`src/rtl/input_conditioner.sv`:
```
// Multi-channel input conditioner: N-stage synchronizer, debounce filter and rise/fall strobes.
// Optional sticky edge flags when INPUT_CONDITIONER_EDGE_LATCH_EN is defined.
module input_conditioner #(
    parameter  int N_CH            = 8,
    parameter  int SYNC_STAGES     = 2,
    parameter  int DEBOUNCE_CYCLES = 16,
    localparam int CNT_W           = $clog2(DEBOUNCE_CYCLES + 1)
) (
    input  logic            clk_i,
    input  logic            reset_i,
    input  logic [N_CH-1:0] d_i,
    output logic [N_CH-1:0] level_o,
    output logic [N_CH-1:0] rise_o,
    output logic [N_CH-1:0] fall_o,
    output logic            any_edge_o,
    output logic [N_CH-1:0] pending_o,
    input  logic [N_CH-1:0] ack_i
);

    localparam logic [CNT_W-1:0] CNT_MAX = CNT_W'(DEBOUNCE_CYCLES - 1);

    logic [SYNC_STAGES-1:0][N_CH-1:0] r_sync;
    logic [CNT_W-1:0]                 r_cnt [N_CH];
    logic [N_CH-1:0]                  r_level;
    logic [N_CH-1:0]                  r_rise;
    logic [N_CH-1:0]                  r_fall;
    logic                             r_any;

    logic [N_CH-1:0]                  w_s;
    logic [CNT_W-1:0]                 w_cnt_nxt [N_CH];
    logic [N_CH-1:0]                  w_level_nxt;
    logic [N_CH-1:0]                  w_rise_nxt;
    logic [N_CH-1:0]                  w_fall_nxt;

    assign w_s = r_sync[SYNC_STAGES-1];

    always_ff @(posedge clk_i or negedge reset_i) begin
        if (!reset_i) begin
            r_sync <= '0;
        end else begin
            r_sync <= {r_sync[SYNC_STAGES-2:0], d_i};
        end
    end

    always_comb begin
        w_level_nxt = r_level;
        for (int unsigned i = 0; i < N_CH; i++) begin
            w_cnt_nxt[i] = '0;
            if (w_s[i] != r_level[i]) begin
                if (r_cnt[i] == CNT_MAX) begin
                    w_level_nxt[i] = w_s[i];
                end else begin
                    w_cnt_nxt[i] = r_cnt[i] + 1'b1;
                end
            end
        end
        w_rise_nxt = w_level_nxt & ~r_level;
        w_fall_nxt = ~w_level_nxt & r_level;
    end

    always_ff @(posedge clk_i or negedge reset_i) begin
        if (!reset_i) begin
            for (int unsigned i = 0; i < N_CH; i++) begin
                r_cnt[i] <= '0;
            end
            r_level <= '0;
            r_rise  <= '0;
            r_fall  <= '0;
            r_any   <= 1'b0;
        end else begin
            for (int unsigned i = 0; i < N_CH; i++) begin
                r_cnt[i] <= w_cnt_nxt[i];
            end
            r_level <= w_level_nxt;
            r_rise  <= w_rise_nxt;
            r_fall  <= w_fall_nxt;
            r_any   <= |(w_rise_nxt | w_fall_nxt);
        end
    end

    assign level_o    = r_level;
    assign rise_o     = r_rise;
    assign fall_o     = r_fall;
    assign any_edge_o = r_any;

`ifdef INPUT_CONDITIONER_EDGE_LATCH_EN
    logic [N_CH-1:0] r_pending;

    // A strobe in the same cycle as an ack keeps the flag set.
    always_ff @(posedge clk_i or negedge reset_i) begin
        if (!reset_i) begin
            r_pending <= '0;
        end else begin
            r_pending <= (r_rise | r_fall) | (r_pending & ~ack_i);
        end
    end

    assign pending_o = r_pending;
`else
    logic w_unused_ack;
    assign w_unused_ack = ^ack_i;
    assign pending_o    = '0;
`endif

endmodule

```
`config.mk`:
```
export PLATFORM = sky130hd
export DESIGN_NAME = input_conditioner
export DESIGN_NICKNAME = d
export VERILOG_FILES = /design/src/rtl/input_conditioner.sv
export SDC_FILE = /design/constraint.sdc
export NUM_CORES = 1
export LEC_CHECK = 0
export CORE_MARGIN = 2
export CORE_UTILIZATION = 45
export DETAILED_ROUTE_END_ITERATION = 12
export PLACE_DENSITY_LB_ADDON = 0.3
export RECOVER_POWER = 100
export SYNTH_ARGS = -nofsm -noshare
export SYNTH_HDL_FRONTEND = slang
export SYNTH_SLANG_ARGS = --single-unit
```
`constraint.sdc`:
```
create_clock -name clk_i -period 2.6 [get_ports clk_i]
set_input_delay 0.52 -clock clk_i [delete_from_list [all_inputs] [get_ports clk_i]]
set_output_delay 0.52 -clock clk_i [all_outputs]
set_load 0.02 [all_outputs]
```
==> flow_summary.json, run 1 <==
{
  "track_usage": 0.133,
  "worst_slack_ns": 0.528,
  "drive_gt1_frac": 0.0612,
  "synth_warnings": 0,
  "clk_latency_ns": 0.34,
  "clkTransAtPathRegs_ns": 0.08,
  "netlist_top_cells_area": "dfrtp_1 62%, ha_1 9.2%, xor2_1 6.5%",
  "hold_path.class": "register to register",
  "antenna_cells": 0,
  "clkPwrFrac": 0.383,
  "synth_edf_count": 0,
  "grtUsageMet3": 0.0628,
  "holdBufCountCts": 0,
  "stdcell_count": 393,
  "setup_tns_ns": 0,
  "die_w_um": 89.0,
  "holdPathEnd": "w_s[2]",
  "vdd_drop_max_mv": 0.429,
  "core_um2": 7140,
  "fin_worst_skew_ns": 0.00923,
  "ys_seq_elements": 81,
  "drv_cap": 0,
  "antenna_left": 0,
  "switchingPower_uw": 524,
  "antenna_found_initial": 0,
  "detail_route.wirelength_um": 4440,
  "ctsResizeCount": 0,
  "htreeDepth": 3,
  "worstSetupEndpointType": "register",
  "syn_area_per_cell_um2": 13.3,
  "clkSinkCount": 81,
  "root_buffer": "clkbuf_8",
  "final_max_slew_viol_count": 0,
  "hold_ws_ns": 0.351,
  "outcome": "complete, no violations",
  "p_int_mw": 1.81,
  "ys_async_sr_fraction": 1.00,
  "worst_pin_slew_ns": 1.15,
  "place_ws_ns": 0.560,
  "worstHoldPathCells": 0,
  "rsz0062_at_grt": "no",
  "netlist_instances": 244,
  "cts_tree": "built",
  "synth_area_um2": 3250,
  "fin_nets": 331,
  "firstDrtPassIters": 4,
  "grt_util_met1": 0.172,
  "place.gp.congestion": 0.713,
  "rows": 31,
  "rrSetupSlack_ns": 0.53,
  "cts_made_buffers": 9,
  "critPathKind": "register to register",
  "final_util": 0.535,
  "fin_crit_ns": 2.07,
  "wire_per_inst_um": 11.3,
  "ys_types": 18,
  "power_leakage_nw": 2.01,
  "cts_buffer_depth": 2,
  "post_cts_buffers": 0,
  "drc_errors": 0,
  "reg2reg_to": "any_edge_o",
  "crit_fanout": 3,
  "grt.overflow.total": 0,
  "io_pins": 51,
  "finalSetupViolations": 0,
  "arrival_ns": 2.31,
  "reg2reg_from": "r_cnt[10]",
  "rr_worst_depth": 7,
  "p_sw_frac": 0.225,
  "p_per_area_nw_per_um2": 612,
  "dpl.cell_count": 377,
  "pwr-share-seq": 0.571,
  "grt_pass1_vias": 1777,
  "synth-main-ff-cell": "dfrtp_1",
  "hold_viol_final": 0,
  "vias": 1736,
  "slew_headroom": 0.232,
  "pwr-share-comb": 0.047,
  "area_delta_synth_final_pct": 17.3,
  "seq_area_frac_synth": 0.623,
  "viasPerCell": 4.42,
  "startpoint_type": "register",
  "start_util": 0.456,
  "nFillCells": 653,
  "yosysTopAreaCellShare": 0.623,
  "grt_max_degree": 50,
  "dieArea_um2": 7930,
  "synth_top_cell_by_area": "dfrtp_1",
  "use_met2": 0.204,
  "synth_common_cells": "81 x dfrtp_1, 24 x ha_1, 24 x xor2_1, 23 x nor2_1, 15 x inv_1",
  "post_dp_cell_area_um2": 3700,
  "finalPower_mw": 2.33,
  "grt.busiest_layer": "met2",
  "synth_most_common_cell": "dfrtp_1",
  "portBuffers": 34,
  "finish.instance_area_um2": 3820,
  "max_clock_freq_mhz": 483,
  "hold_path_startpoint": "r_sync[2]",
  "finalCritPeriodShare": 0.797,
  "die_h_um": 89.0,
  "dp_hpwl_um": 3110,
  "grt_pass1_wl_um": 7870,
  "first_iter_violations": 74,
  "critical_path_required_ns": 2.83
}
## logic make-up (layout without fill, tap and decap cells)
logic type	Yosys count	after routing	synth area share
other	1	8	0.00115
muxes	16	16	0.0523
xor gates and xnor gates	24	24	0.0646
adders and majority gates	24	24	0.0923
AOI/OAI and AO/OA	8	8	0.0123
buffers and inverters	23	66	0.0358
and+or+nand+nor	67	67	0.119
DFF	81	81	0.623
## cell usage in the layout, fill, tap and decap left out, types with 2 or more instances in the layout
cell,instances
dfrtp_1,81
dlygate4sd3_1,33
nor2_1,31
xor2_1,24
ha_1,24
nand3_1,16
inv_1,15
clkbuf_8,10
o21ai_0,8
and2_0,8
mux2i_1,8
mux2_1,8
and3_1,8
conb_1,8
nand4_1,2
clkinv_2,2
clkinvlp_4,2
clkbuf_2,2
## how the worst max path moves through the flow
| stage | from | depth (start not counted) | slack, ns | end |
|---|---|---|---|---|
| after floorplan | r_cnt[10] | 7 | 0.75 | any_edge_o |
| after global placement | r_cnt[25] | 7 | 0.59 | any_edge_o |
| after detailed placement | r_cnt[25] | 7 | 0.56 | any_edge_o |
| after CTS | r_cnt[25] | 7 | 0.55 | any_edge_o |
| after global routing | r_cnt[0] | 7 | 0.36 | any_edge_o |
| final | r_cnt[10] | 7 | 0.53 | any_edge_o |
## power groups by stage
stage | Sequential (mW) | Combinational [mW] | Clock [mW]
final | 1.33 | 0.109 | 0.893
after global routing | 1.34 | 0.133 | 0.990
after CTS | 1.33 | 0.122 | 0.933
after detailed placement | 1.36 | 0.121 | 0
after global placement | 1.36 | 0.118 | 0
after floorplan | 1.35 | 0.0761 | 0
## final cells by class
cell class,count,area [µm²],share of cell area
flip-flops and latches,81,2030,0.531
multi-input cells,147,1070,0.281
repair buffers,35,340,0.0892
clock buffers,11,141,0.0370
well taps,99,124,0.0325
inverters,15,56.3,0.0148
clock inverters,5,55.1,0.0144
## worst max-delay path: stages (launching register included)
cell     delay (ns)
dfrtp_1        0.38
ha_1           0.20
nand3_1        0.13
nor2_1         0.21
mux2_1         0.38
ha_1           0.29
nand4_1        0.08
or2_2          0.29
## registers in the layout, summed over array words and instances (netlist names)
name,count
any_edge_o,1
fall_o,8
w_s,8
r_sync,8
r_cnt,40
level_o,8
rise_o,8
## per-layer routing
layer  share of wire  vias up
met2            0.45       42
li1                -      872
met3           0.063        5
met1            0.48      817
met4           0.012        0
met5               0        -
No activity file was read; power rests on OpenSTA's default activity.
==> run 2: changes to the inputs <==
Clock period 2.6 ns to 2.09 ns, I/O delays scaled along.
==> flow_summary.json, run 2 (synthesis gave the netlist of run 1 again) <==
{
  "rr_worst_depth": 7,
  "hold_path.class": "primary input to asynchronous set/reset pin",
  "wire_per_inst_um": 12.0,
  "rrSetupSlack_ns": 0.07,
  "nFillCells": 608,
  "grt_pass1_vias": 1815,
  "detail_route.wirelength_um": 4780,
  "vdd_drop_max_mv": 0.374,
  "dp_hpwl_um": 3170,
  "crit_fanout": 3,
  "outcome": "complete, no violations",
  "slowest_stage": "dfrtp_1",
  "drc_errors": 0,
  "slew_headroom": 0.309,
  "fin_nets": 337,
  "fin_worst_skew_ns": 0.00965,
  "cts_made_buffers": 9,
  "finalCritPeriodShare": 0.968,
  "largest_register_ffs": 40,
  "io_pins": 51,
  "critPathKind": "register to register",
  "place.gp.congestion": 0.717,
  "finalSetupViolations": 0,
  "final_util": 0.558,
  "track_usage": 0.140,
  "portBuffers": 34,
  "antenna_left": 0,
  "startpoint_type": "register",
  "worst_path_largest_cell_delay_ns": 0.37,
  "die_h_um": 89.0,
  "worstSetupEndpointType": "register",
  "layout_commonest_cell": "dfrtp_1",
  "viasPerCell": 4.48,
  "antenna_found_initial": 0,
  "power_leakage_nw": 1.94,
  "finalPower_mw": 2.95,
  "post_dp_cell_area_um2": 3710,
  "htreeDepth": 3,
  "max_clock_freq_mhz": 494,
  "firstDrtPassIters": 6,
  "area_delta_synth_final_pct": 22.3,
  "p_per_area_nw_per_um2": 742,
  "holdBufCountCts": 0,
  "critical_path_required_ns": 2.31,
  "grt_pass1_wl_um": 8290,
  "path_cells": "ha_2 > nand3_4 > nor2_4 > mux2_1 > ha_1 > nand4_1 > or2_2",
  "arrival_ns": 2.24,
  "finish.instance_area_um2": 3980,
  "clkTransAtPathRegs_ns": 0.08,
  "start_util": 0.456,
  "drv_cap": 0,
  "grt_max_degree": 45,
  "reg2reg_to": "any_edge_o",
  "worst_pin_slew_ns": 1.04,
  "dieArea_um2": 7930,
  "most-common-layout-cells": "81 x dfrtp_1, 25 x clkdlybuf4s50_1, 24 x xor2_1",
  "antenna_cells": 0,
  "worst_slack_ns": 0.0677,
  "hold_viol_final": 0,
  "cts_buffer_depth": 2,
  "grt.overflow.total": 0,
  "largest_register": "r_cnt",
  "root_buffer": "clkbuf_8",
  "core_um2": 7140,
  "final_max_slew_viol_count": 0,
  "hold_ws_ns": 0.250,
  "crit_buf_inv": 0,
  "vias": 1786,
  "cpLargestDelayFamily": "simple AND/OR/NAND/NOR gates",
  "place_ws_ns": 0.0334,
  "cts_tree": "built",
  "fin_crit_ns": 2.02,
  "clk_latency_ns": 0.34,
  "clkSinkCount": 81,
  "die_w_um": 89.0,
  "rows": 31,
  "drive_gt1_frac": 0.150,
  "reg2reg_from": "r_cnt[0]",
  "first_iter_violations": 70
}
-- run 2: final cells by class --
cell class	instances	area (µm²)	area share
Clock buffer	10	138	0.0346
Multi-Input combinational cell	147	1180	0.298
Timing Repair Buffer	41	382	0.0959
Clock inverter	6	67.6	0.0170
Inverter	15	56.3	0.0142
Sequential cell	81	2030	0.509
Tap cell	99	124	0.0311
-- run 2: routing by layer --
metal | track usage | share of wire | vias up
met3 | 0.0609 | 0.067 | 7
met2 | 0.222 | 0.48 | 44
met4 | 0.0407 | 0.013 | 0
met1 | 0.175 | 0.44 | 854
li1 | - | - | 881
met5 | 0 | 0 | -
-- run 2: how the worst max path moves through the flow --
stage / startpoint / to / slack (ns) / depth (start not counted)
after global routing: r_cnt[20] / any_edge_o / -0.02 / 7
final: r_cnt[0] / any_edge_o / 0.07 / 7
after detailed placement: r_cnt[25] / any_edge_o / 0.03 / 7
after global placement: r_cnt[25] / any_edge_o / 0.10 / 7
after floorplan: r_cnt[10] / any_edge_o / 0.24 / 7
after CTS: r_cnt[0] / any_edge_o / 0.01 / 7
-- run 2: power breakdown --
group	internal, mW	leakage (nW)	switching (mW)
Combinational	0.0605	0.764	0.0901
Sequential	1.62	1.07	0.0405
Clock	0.586	0.0985	0.557
-- run 2: through the flow --
stage / setup TNS (ns) / cells
floorplan: 0 / 251
global placement: 0 / 378
detailed placement: 0 / 378
CTS: 0 / 394
global route: -0.0185 / 399
finish: 0 / 399
-- run 2: timing repair --
item	in CTS	in global routing
pin swaps	0	4
endpoints found under the setup margin	1	1
setup buffers	0	5
gates resized for setup	1	13
